## src/rtl/ram_port_arbiter.sv

```systemverilog
// Round-robin arbiter sharing a single-port data RAM between NUM_REQ requesters,
// with a registered command stage, fixed-latency read responses and lockable bursts.
module ram_port_arbiter #(
    parameter int DATA_WIDTH   = 16,
    parameter int ADDR_WIDTH   = 8,
    parameter int NUM_REQ      = 3,
    parameter int LOCK_TIMEOUT = 16
) (
    input  logic                           clk,
    input  logic                           reset,
    input  logic [NUM_REQ-1:0]             req_valid,
    output logic [NUM_REQ-1:0]             req_ready,
    input  logic [NUM_REQ-1:0]             req_write,
    input  logic [NUM_REQ-1:0]             req_lock,
    input  logic [NUM_REQ*ADDR_WIDTH-1:0]  req_addr,
    input  logic [NUM_REQ*DATA_WIDTH-1:0]  req_wdata,
    output logic [NUM_REQ-1:0]             rsp_valid,
    output logic [DATA_WIDTH-1:0]          rsp_rdata,
    output logic                           mem_en,
    output logic                           mem_we,
    output logic [ADDR_WIDTH-1:0]          mem_addr,
    output logic [DATA_WIDTH-1:0]          mem_wdata,
    input  logic [DATA_WIDTH-1:0]          mem_rdata,
    output logic [2:0]                     grant_id,
    output logic                           locked,
    output logic                           lock_timeout_err
);

    localparam int PW = $clog2(NUM_REQ);
    localparam int CW = (LOCK_TIMEOUT > 1) ? $clog2(LOCK_TIMEOUT + 1) : 1;
    localparam logic [PW:0] NREQ = (PW+1)'(NUM_REQ);

    localparam logic [0:0] ST_IDLE   = 1'b0;
    localparam logic [0:0] ST_LOCKED = 1'b1;

    logic [0:0]         state;
    logic [PW-1:0]      rr_ptr;
    logic [PW-1:0]      owner;
    logic [CW-1:0]      wd_cnt;
    logic [PW-1:0]      win;
    logic [PW:0]        idx;
    logic               found;
    logic               accept;
    logic               wd_hit;
    logic [NUM_REQ-1:0] ready_c;
    logic [NUM_REQ-1:0] rsp_valid_r;

    function automatic logic [PW-1:0] inc_mod(input logic [PW-1:0] x);
        if (x == PW'(NUM_REQ - 1))
            return '0;
        return x + 1'b1;
    endfunction

    // Ready never looks at write/addr/data, and is forced low while in reset.
    always_comb begin
        ready_c = '0;
        win     = rr_ptr;
        found   = 1'b0;
        idx     = '0;
        if (!reset) begin
            if (state == ST_LOCKED) begin
                win            = owner;
                ready_c[owner] = req_valid[owner];
            end else begin
                for (int k = 0; k < NUM_REQ; k++) begin
                    idx = {1'b0, rr_ptr} + (PW+1)'(k);
                    if (idx >= NREQ)
                        idx = idx - NREQ;
                    if (!found && req_valid[idx[PW-1:0]]) begin
                        found = 1'b1;
                        win   = idx[PW-1:0];
                    end
                end
                if (found)
                    ready_c[win] = 1'b1;
            end
        end
    end

    assign accept    = |ready_c;
    assign req_ready = ready_c;

    // Release fires in the idle cycle that brings the owner's idle count to LOCK_TIMEOUT.
    assign wd_hit = (LOCK_TIMEOUT != 0) && (state == ST_LOCKED) && !req_valid[owner]
                    && (wd_cnt == CW'(LOCK_TIMEOUT - 1));
    assign lock_timeout_err = wd_hit;

    assign locked    = (state == ST_LOCKED);
    assign rsp_valid = rsp_valid_r;
    assign rsp_rdata = mem_rdata;

    always_ff @(posedge clk or posedge reset) begin
        if (reset) begin
            mem_en      <= 1'b0;
            mem_we      <= 1'b0;
            mem_addr    <= '0;
            mem_wdata   <= '0;
            grant_id    <= '0;
            rsp_valid_r <= '0;
        end else begin
            mem_en <= accept;
            mem_we <= accept & req_write[win];
            if (accept) begin
                mem_addr  <= req_addr[win*ADDR_WIDTH +: ADDR_WIDTH];
                mem_wdata <= req_wdata[win*DATA_WIDTH +: DATA_WIDTH];
                grant_id  <= 3'(win);
            end
            if (mem_en && !mem_we)
                rsp_valid_r <= NUM_REQ'(1) << grant_id;
            else
                rsp_valid_r <= '0;
        end
    end

    always_ff @(posedge clk or posedge reset) begin
        if (reset) begin
            state  <= ST_IDLE;
            rr_ptr <= '0;
            owner  <= '0;
            wd_cnt <= '0;
        end else begin
            case (state)
                ST_IDLE: begin
                    if (accept) begin
                        rr_ptr <= inc_mod(win);
                        if (req_lock[win]) begin
                            state  <= ST_LOCKED;
                            owner  <= win;
                            wd_cnt <= '0;
                        end
                    end
                end
                default: begin
                    if (accept) begin
                        wd_cnt <= '0;
                        if (!req_lock[owner]) begin
                            state  <= ST_IDLE;
                            rr_ptr <= inc_mod(owner);
                        end
                    end else if (wd_hit) begin
                        state  <= ST_IDLE;
                        rr_ptr <= inc_mod(owner);
                        wd_cnt <= '0;
                    end else if (LOCK_TIMEOUT != 0) begin
                        wd_cnt <= wd_cnt + 1'b1;
                    end
                end
            endcase
        end
    end

endmodule

```

## config.mk

```make
export PLATFORM = sky130hd
export DESIGN_NAME = ram_port_arbiter
export DESIGN_NICKNAME = d
export VERILOG_FILES = /design/src/rtl/ram_port_arbiter.sv
export SDC_FILE = /design/constraint.sdc
export NUM_CORES = 1
export LEC_CHECK = 0
export BUFFER_PORTS_ARGS = -buffer_cell sky130_fd_sc_hd__buf_2
export CAP_MARGIN = 25
export CORE_MARGIN = 1
export CORE_UTILIZATION = 47
export CTS_BUF_LIST = sky130_fd_sc_hd__clkbuf_4 sky130_fd_sc_hd__clkbuf_8
export DETAILED_ROUTE_END_ITERATION = 6
export GPL_TIMING_DRIVEN = 0
export HOLD_SLACK_MARGIN = 0.05
export PLACE_DENSITY = 0.81
export SLEW_MARGIN = 20
export SYNTH_ARGS = -nofsm -noshare
export SYNTH_HDL_FRONTEND = slang
export SYNTH_SLANG_ARGS = --single-unit
```

## constraint.sdc

```tcl
create_clock -name clk -period 3.5 [get_ports clk]
set_clock_uncertainty 0.1 [all_clocks]
set_input_delay 0.525 -clock clk [delete_from_list [all_inputs] [get_ports clk]]
set_output_delay 0.525 -clock clk [all_outputs]
set_load 0.01 [all_outputs]
```

Word-level counts from Yosys, hierarchy flattened
Cells that the tools add are included.
- bits in registers: 41
- bits in latches: 0
- memory bits (writable): 0
- ROM bits: 0
- input port bits: 99
- output and inout bits: 53
- logic and storage cells: 135
- memories kept: 0
- add/sub/neg operators: 8
- $mul: 0
- div/mod/pow operators: 0
- order comparisons: 11
- eq/ne operators: 4
- shifts and indexed selects: 3
- muxes and demuxes: 78
- bitwise gates (word level): 3
- reduce and logical (&&, ||, !) cells: 18
- operators by type and width (cell ; number):
    $mux 2 ; 26
    $shiftx 48x7->16 ; 1
    $mux 1 ; 34
    $mux 5 ; 5
    $shiftx 24x6->8 ; 1
    $lt 2x3->1 const B ; 6
    $bmux 1 s2 ; 7
    $mux 3 ; 4
    $logic_and 1x1->1 ; 7
    $ge 3x2->1 const B ; 2
    $reduce_and 3->1 ; 2
    $reduce_bool 2->1 ; 3
    $sub 2x2->2 const B ; 3
    $add 5x1->5 const B ; 1
    $eq 5x4->1 const B ; 1
    $add 2x1->2 const B ; 2
    $demux 1 s2 ; 2
    $eq 2x2->1 const B ; 2
    $ge 2x1->1 const B ; 2
    $logic_not 1->1 ; 4
    $add 2x1->3 const B ; 1
    $add 2x2->3 const B ; 1
    $and 3x3->3 ; 1
    $ne 3x3->1 const B ; 1
    6 further kinds ; 6

Logic depth before layout (Yosys ltp)
Gate-level depths: netlist of the first run.
- depth in word-level cells: 33
- depth in mapped cells: 14
- depth with buffers taken out: 10

Worst setup path after synthesis of the first run
No wires, ideal clock.
- path kind: register to register
- start: register rr_ptr[0]
- end: register owner[0]
- setup time: 125 ps
- data arrival time: 2755 ps
- required time: 3275 ps
- slack: 520 ps
- cell stages (with the launch flop): 14
- path buffers: 3
- clock period less this slack: 2980 ps
- cell sequence: dfrtp_1 -> inv_1 -> ha_1 -> buf_2 -> and3b_1 -> o221ai_1 -> o41ai_1 -> o221a_1 -> buf_2 -> and2_4 -> buf_6 -> a22oi_4 -> nor2_2 -> mux2_4
- longest elaborated chain between the ends: 28
- elaborated cells on any way between the ends: 55
- those cells by class: add/sub: 5; order compare: 5; mux: 38; reduce/logical: 7
- RTL lines (item ; RTL line ; text):
    from (decl) ; 37 ; logic [PW-1:0] rr_ptr;
    from (signal assigned) ; 125 ; rr_ptr <= inc_mod(win);
    from (signal assigned) ; 138 ; rr_ptr <= inc_mod(owner);
    from (signal assigned) ; 142 ; rr_ptr <= inc_mod(owner);
    $sub 2x2->2 / $ge 2x2->1 (equally long branches) ; 68, 67 ;
    $mux 2 ; 67 ; if (idx >= NREQ)
    $mux 2 ; 61 ; if (state == ST_LOCKED) begin
    $mux 2 ; 60 ; if (!reset) begin
    $bmux 1 s2 ; 69 ; if (!found && req_valid[idx[PW-1:0]]) begin
    $mux 1 (implied by the code) ; 69 ;
    $mux 1 ; 69 ;
    $mux 1 ; 61 ;
    (+12 left out) ; - ;
    $logic_and 1x1->1 (implied by the code) ; 75 ; ready_c[win] = 1'b1;
    $mux 1 (implied by the code) ; 75 ;
    $demux 1 s2 ; 75 ;
    $mux 3 ; 74 ; if (found)
    $mux 3 ; 61 ;
    $mux 3 ; 60 ;
    $reduce_or 3->1 ; 80 ; assign accept = |ready_c;
    $reduce_and 3->1 (no line) ; - ;
    to (signal assigned) ; 128 ; owner <= win;
    to (decl) ; 38 ; logic [PW-1:0] owner;
Parallel ways exist; a longest one is shown, timed or not. The select of a mux whose other input is x is not followed.
A chain may end at the register's enable or synchronous reset.

Worst setup path in the final report of the first run
- start: register rr_ptr[1]
- end: register owner[0]
Same word-level chain as after synthesis.

==> results.toml, run 1 <==
[timing]
fin_crit_sh_pct = 95.18
slew_headroom_pct = 51.28
whs_ps = 378.7
setup_violations = 0
maxClockFrequency_mhz = 300.2
setup_tns_ps = 0
layout_min_cycle_time_ps = 3331
finalWorstSetupSlack_ps = 168.7
tightest_slew_ps = 730.7
rsz0062_at_grt = "no"
drv_slew = 0
finalHoldViolCount = 0

[global_routing]
grt_max_degree = 23
grt-ovfl-total = 0
grt_pass1_vias = 2552
track_usage_pct = 23.93
grt_pass1_wl_um = 12040
antenna_found_initial = 0

[synth]
yosys-mux-area-fraction_pct = 12.62
synth_top_family_by_area = "compound AO/OA/AOI/OAI gates"
synthesis.area_um2 = 2924
yosysUniqueCellTypes = 54
syn-num-nets = 444
synthXorXnorAreaFrac_pct = 0.2995
synth_compound_gate_area_share_pct = 20.62
synth_fa_ha_area_share_pct = 2.139
ys_ff_latch = 41
async_reset_ff_share_pct = 100.0
yosysWarnings = 0
synth_ff_type = "dfrtp_1"
yosysSeqAreaShare_pct = 35.09
synth-simple-area-share_pct = 18.78
synthCells = 340
synth_edf_count = 0
syn_avg_cell_area_um2 = 8.600

[routing]
vias_per_cell = 5.531
remaining_drc_errors = 0
drt_iter0_drc = 228
vias = 3081
wl_per_cell_um = 14.10
routed_wirelength_um = 7855
drt_pass1_iterations = 4
postRouteAntennaNets = 0

[clock_network]
tritoncts = "yes"
cts_made_buffers = 5
clk_pin_slew_ps = 70
clk_latency_ps = 290
root_buffer = "clkbuf_8"
clock-sinks = 41
clockBufferDepth = 2
htreeDepth = 2

[run_status]
outcome = "complete, no violations"

[die]
rows = 28
io_pins = 152
die_x_um = 80.88
floorplan.initialDensity_pct = 49.10
fp.dieH_um = 80.88
design.core.area_um2 = 5956
die-area_um2 = 6541

[layout]
synthToLayoutAreaGrowth_pct = 33.12
fillers = 509
insertedDiodeCount = 0
final_common_cell = "buf_2"
layout_common_cells = "139 x buf_2, 39 x dfrtp_1, 33 x nor2_1, 32 x a21oi_1, 32 x mux2i_1"
drive_above_1_share_pct = 42.32
finish.net_count = 585
finalInstanceArea_um2 = 3892

[worst_setup_path]
cp_cell_sequence = "inv_2 -> ha_1 -> clkbuf_4 -> clkbuf_4 -> a21oi_1 -> a22oi_1 -> a211o_1 -> a31oi_1 -> clkbuf_4 -> mux2_2 -> a22oi_4 -> nor2_2 -> mux2_4"
startpoint_type = "flop"
endpoint_kind = "flop"
crit_arrival_ps = 3410
cp_slowest_stage_delay_ps = 440
critPathRequiredTime_ps = 3580
cp_common_cell = "clkbuf_4"
worst-setup-path-type = "flop to flop"
timing.critical_path.from = "rr_ptr[1]"
r2r-end = "owner[0]"
slowest_stage = "dfrtp_2"
r2r_start = "rr_ptr[1]"
rrSetupSlack_ps = 170
rr_worst_depth = 13
crit_fanout = 10

[power]
cellLeakagePower_nw = 2.039
total_power_mw = 3.274
vdd_drop_max_uv = 601.9
p_per_area_nw_per_um2 = 841.1

[run]
maxCapViolations = 0

[placed_design]
port-buffer-count = 131
gp_congestion = 0.8552
post-place-ws_ps = 35.73
postPlaceCellArea_um2 = 3701
hpwl_um = 6185

[hold_path]
hold_end = "mem_addr[3]"
holdCritStartpoint = "mem_addr[3]"
hold_path_depth = 2
hold_path_class = "flop to flop"
## cell type report
type | count | area [µm²] | share of cell area, %
well taps | 75 | 93.84 | 2.411
flip-flops and latches | 41 | 1028 | 26.42
plain buffers | 43 | 276.5 | 7.104
multi-input cells | 244 | 1664 | 42.75
clock buffers | 6 | 76.32 | 1.961
inverters | 12 | 45.04 | 1.157
clock inverters | 2 | 10.01 | 0.2572
repair buffers | 134 | 698.2 | 17.94
## worst max-delay path by stage
| stage | endpoint | slack [ps] | depth (start not counted) |
|---|---|---|---|
| 4_1_cts | req_ready[2] | 2 | 11 |
| 3_3_place_gp | owner[0] | 100 | 13 |
| 2_1_floorplan | owner[0] | 520 | 13 |
| 5_1_grt | req_ready[1] | 4 | 11 |
| 3_5_place_dp | owner[0] | 40 | 13 |
| 6_report | owner[0] | 170 | 13 |
## cell families (layout without fill, tap and decap cells)
family,count (synthesis),after routing
compound gates,95,95
xor+xnor,1,1
buf+inv,55,197
other cells,1,1
simple gates,106,106
mux,36,36
flops,41,41
fa+ha+maj,5,5
## worst max-delay path: cells and delay by family, from the launching register on
kind | cells | cell delay, ps
adders and majority gates | 1 | 170
DFF | 1 | 440
buffers and inverters | 4 | 710
and+or+nand+nor | 1 | 90
muxes | 2 | 690
AOI/OAI and AO/OA | 5 | 1010
## state kept, by name, indices dropped and copies added (netlist names)
signal,count
grant_id,2
locked,1
mem_addr,8
mem_en,1
mem_wdata,16
mem_we,1
owner,2
rr_ptr,2
rsp_valid,3
wd_cnt,5
## where the power goes
part           leakage [nW]  switching, mW  total [mW]  internal [mW]
registers             0.520          0.142       0.832          0.690
clock network        0.0484          0.157       0.303          0.146
logic                  1.47           1.23        2.14          0.912
## stage by stage
stage,utilization [%],cells
2_1_floorplan,-,340
4_1_cts,64.01,555
3_5_place_dp,62.14,547
6_report,65.36,557
5_1_grt,65.36,557
3_3_place_gp,61.68,546
## what timing repair did
item	in CTS	in global routing
resized for setup	6	25
hold buffers	0	0
pin swaps	0	3
buffers inserted	0	2
endpoints found under the setup margin	1	35
## routing by layer
| metal | vias up | share of wire (%) | GRT usage [%] |
|---|---|---|---|
| li1 | 1472 | - | - |
| met1 | 1471 | 42 | 33.15 |
| met2 | 130 | 50 | 38.15 |
| met3 | 8 | 7.0 | 4.045 |
| met4 | 0 | 1.0 | 7.143 |
| met5 | - | 0 | 0 |
## Yosys cell counts, types with 2 or more instances
cell type  instances  area [µm²]
a211oi_1           2       15.01
a21boi_0           2       15.01
a21o_1             2       15.01
a21oi_1           32       160.2
a22oi_1            2       15.01
a31oi_1            3       18.77
and2_1             2       12.51
and3_1             2       12.51
and3b_1            4       35.03
buf_2             13       65.06
buf_4             19       142.6
clkbuf_1          10       37.54
dfrtp_1           41        1026
ha_1               5       62.56
inv_1             12       45.04
mux2_2             2       22.52
mux2i_1           32       320.3
nand2_1           28       105.1
nand2b_1           7       43.79
nand3_1            7       35.03
nand3b_1           6       45.04
nand4_1            2       12.51
nor2_1            34       127.6
nor2b_1            2       12.51
nor3_1             2       10.01
nor3b_1            2       15.01
nor4bb_1           2       20.02
o21ai_0           29       145.1
o221ai_1           5       43.79
o22ai_1            3       18.77
o32ai_1            3       26.28
Note: power is estimated with default switching activity, not from simulation.
==> inputs of run 2 (changes only) <==
--- a/config.mk
+++ b/config.mk
@@ -7,6 +7,7 @@
 export LEC_CHECK = 0
 export BUFFER_PORTS_ARGS = -buffer_cell sky130_fd_sc_hd__buf_2
 export CAP_MARGIN = 25
+export CORE_ASPECT_RATIO = 1.4
 export CORE_MARGIN = 1
 export CORE_UTILIZATION = 47
 export CTS_BUF_LIST = sky130_fd_sc_hd__clkbuf_4 sky130_fd_sc_hd__clkbuf_8
==> results.toml, run 2 (synthesis gave the netlist of run 1 again) <==
[run_status]
outcome = "complete, no violations"

[timing]
maxClockFrequency_mhz = 293.3
finalHoldViolCount = 0
tightest_slew_ps = 734.3
layout_min_cycle_time_ps = 3410
slew_headroom_pct = 51.05
drv_slew = 0
whs_ps = 294.5
setup_tns_ps = 0
setup_violations = 0
fin_crit_sh_pct = 97.42

[layout]
finalInstanceArea_um2 = 3886
top_regs = "mem_wdata (16), mem_addr (8), wd_cnt (5)"
fin_util_pct = 65.36
drive_above_1_share_pct = 41.74
insertedDiodeCount = 0
finish.net_count = 587
largest-register = "mem_wdata"
final_common_cell = "buf_2"
largest_register_ff_count = 16
instances_no_fill = 554
synthToLayoutAreaGrowth_pct = 32.91
layout_common_cells = "138 x buf_2, 39 x dfrtp_1, 34 x nor2_1, 32 x a21oi_1, 32 x mux2i_1"

[clock_network]
htreeDepth = 2
clock-sinks = 41
tritoncts = "yes"
clockBufferDepth = 2
clk_latency_ps = 290
postCtsHoldBufs = 0
cts_made_buffers = 5
root_buffer = "clkbuf_8"
clk_pin_slew_ps = 80

[placed_design]
port-buffer-count = 131
hpwl_um = 6138
postPlaceCellArea_um2 = 3687
dpl.cell_count = 542
gp_congestion = 0.8667

[worst_setup_path]
cp_cell_sequence = "inv_4 -> ha_4 -> buf_6 -> and3b_1 -> nor4_4 -> a21boi_2 -> o21ai_2 -> o22ai_2 -> nor3b_4 -> buf_2"
crit_fanout = 10
worst-setup-path-type = "flop to output pin"
endpoint_kind = "output pin"
rr_worst_depth = 13
critPathRequiredTime_ps = 2870
cp_slowest_stage_delay_ps = 450
cpLargestDelayFamily = "simple AND/OR/NAND/NOR gates"
r2r_start = "rr_ptr[0]"
rrSetupSlack_ps = 130
startpoint_type = "flop"
path_buf_inv = 3
r2r-end = "owner[0]"
crit_arrival_ps = 2780
slowest_stage = "dfrtp_2"

[die]
io_pins = 152
rows = 33
fp.dieH_um = 95.33
design.core.area_um2 = 5946
floorplan.initialDensity_pct = 49.18
die-area_um2 = 6545
die_x_um = 68.66

[global_routing]
grt_max_degree = 29
grt_pass1_vias = 2869
grt-ovfl-total = 0
antenna_found_initial = 0
track_usage_pct = 25.58
grt_pass1_wl_um = 12580

[routing]
vias_per_cell = 5.468
drt_pass1_iterations = 4
remaining_drc_errors = 0
drt_iter0_drc = 121
wl_per_cell_um = 14.48
vias = 3029
postRouteAntennaNets = 0
routed_wirelength_um = 8020

[hold_path]
hold_path_class = "input port to async pin"

[power]
cellLeakagePower_nw = 2.033
vdd_drop_max_uv = 563.8
p_per_area_nw_per_um2 = 847.9

[run]
maxCapViolations = 0
## run 2: metal layers
metal	share of wire (%)	routed length, µm	track usage [%]	vias up
met5	0	0	0	-
met4	1.2	93	9.549	0
met3	6.6	533	4.665	7
met2	53	4237	44.44	135
met1	39	3155	30.53	1411
li1	-	-	-	1476
## run 2: layout make-up
class | instances | area [µm²]
Tap cell | 70 | 87.58
Timing Repair Buffer | 136 | 705.7
Sequential cell | 41 | 1028
Clock inverter | 3 | 17.52
Multi-Input combinational cell | 244 | 1654
Buffer | 43 | 276.5
Inverter | 12 | 47.55
Fill cell | 503 | 2059
Clock buffer | 5 | 68.82
## run 2: stage by stage
step	worst slack [ps]	power (mW)
after floorplan	519.9	2.233
after global placement	82.82	2.764
after detailed placement	10.19	2.826
after CTS	1.554	3.166
after global routing	-46.45	3.579
final	90.24	3.295
## run 2: how the worst max path moves through the flow
stage,start,endpoint,slack (ps),cells past startpoint
detailed placement,rr_ptr[0],mem_wdata[5],10,13
floorplan,rr_ptr[0],owner[0],520,13
finish,rr_ptr[0],req_ready[2],90,10
global route,rr_ptr[0],req_ready[2],-50,10
global placement,rr_ptr[0],owner[0],80,13
CTS,rr_ptr[1],req_ready[2],2,11
## run 2: what timing repair did
action	in CTS	in global routing
setup endpoints to repair	2	35
gates resized for setup	5	22
pin swaps	1	3
endpoints found under the hold margin	0	0
buffers inserted	0	4
## run 2: report_power, final
group          total (mW)  leakage [nW]  switching [mW]  internal [mW]
Combinational        2.16          1.47            1.24          0.920
Clock               0.307        0.0439           0.169          0.138
Sequential          0.829         0.520           0.139          0.690
## run 2: worst reg2reg max path, stage by stage, from the launching register on
cell	delay [ps]
dfrtp_2	430
inv_4	70
ha_4	270
buf_2	220
and3b_1	200
o221ai_1	190
o41ai_1	400
o221a_1	260
buf_2	220
and2_4	180
buf_6	130
a22oi_4	100
nor2_2	200
mux2_4	310
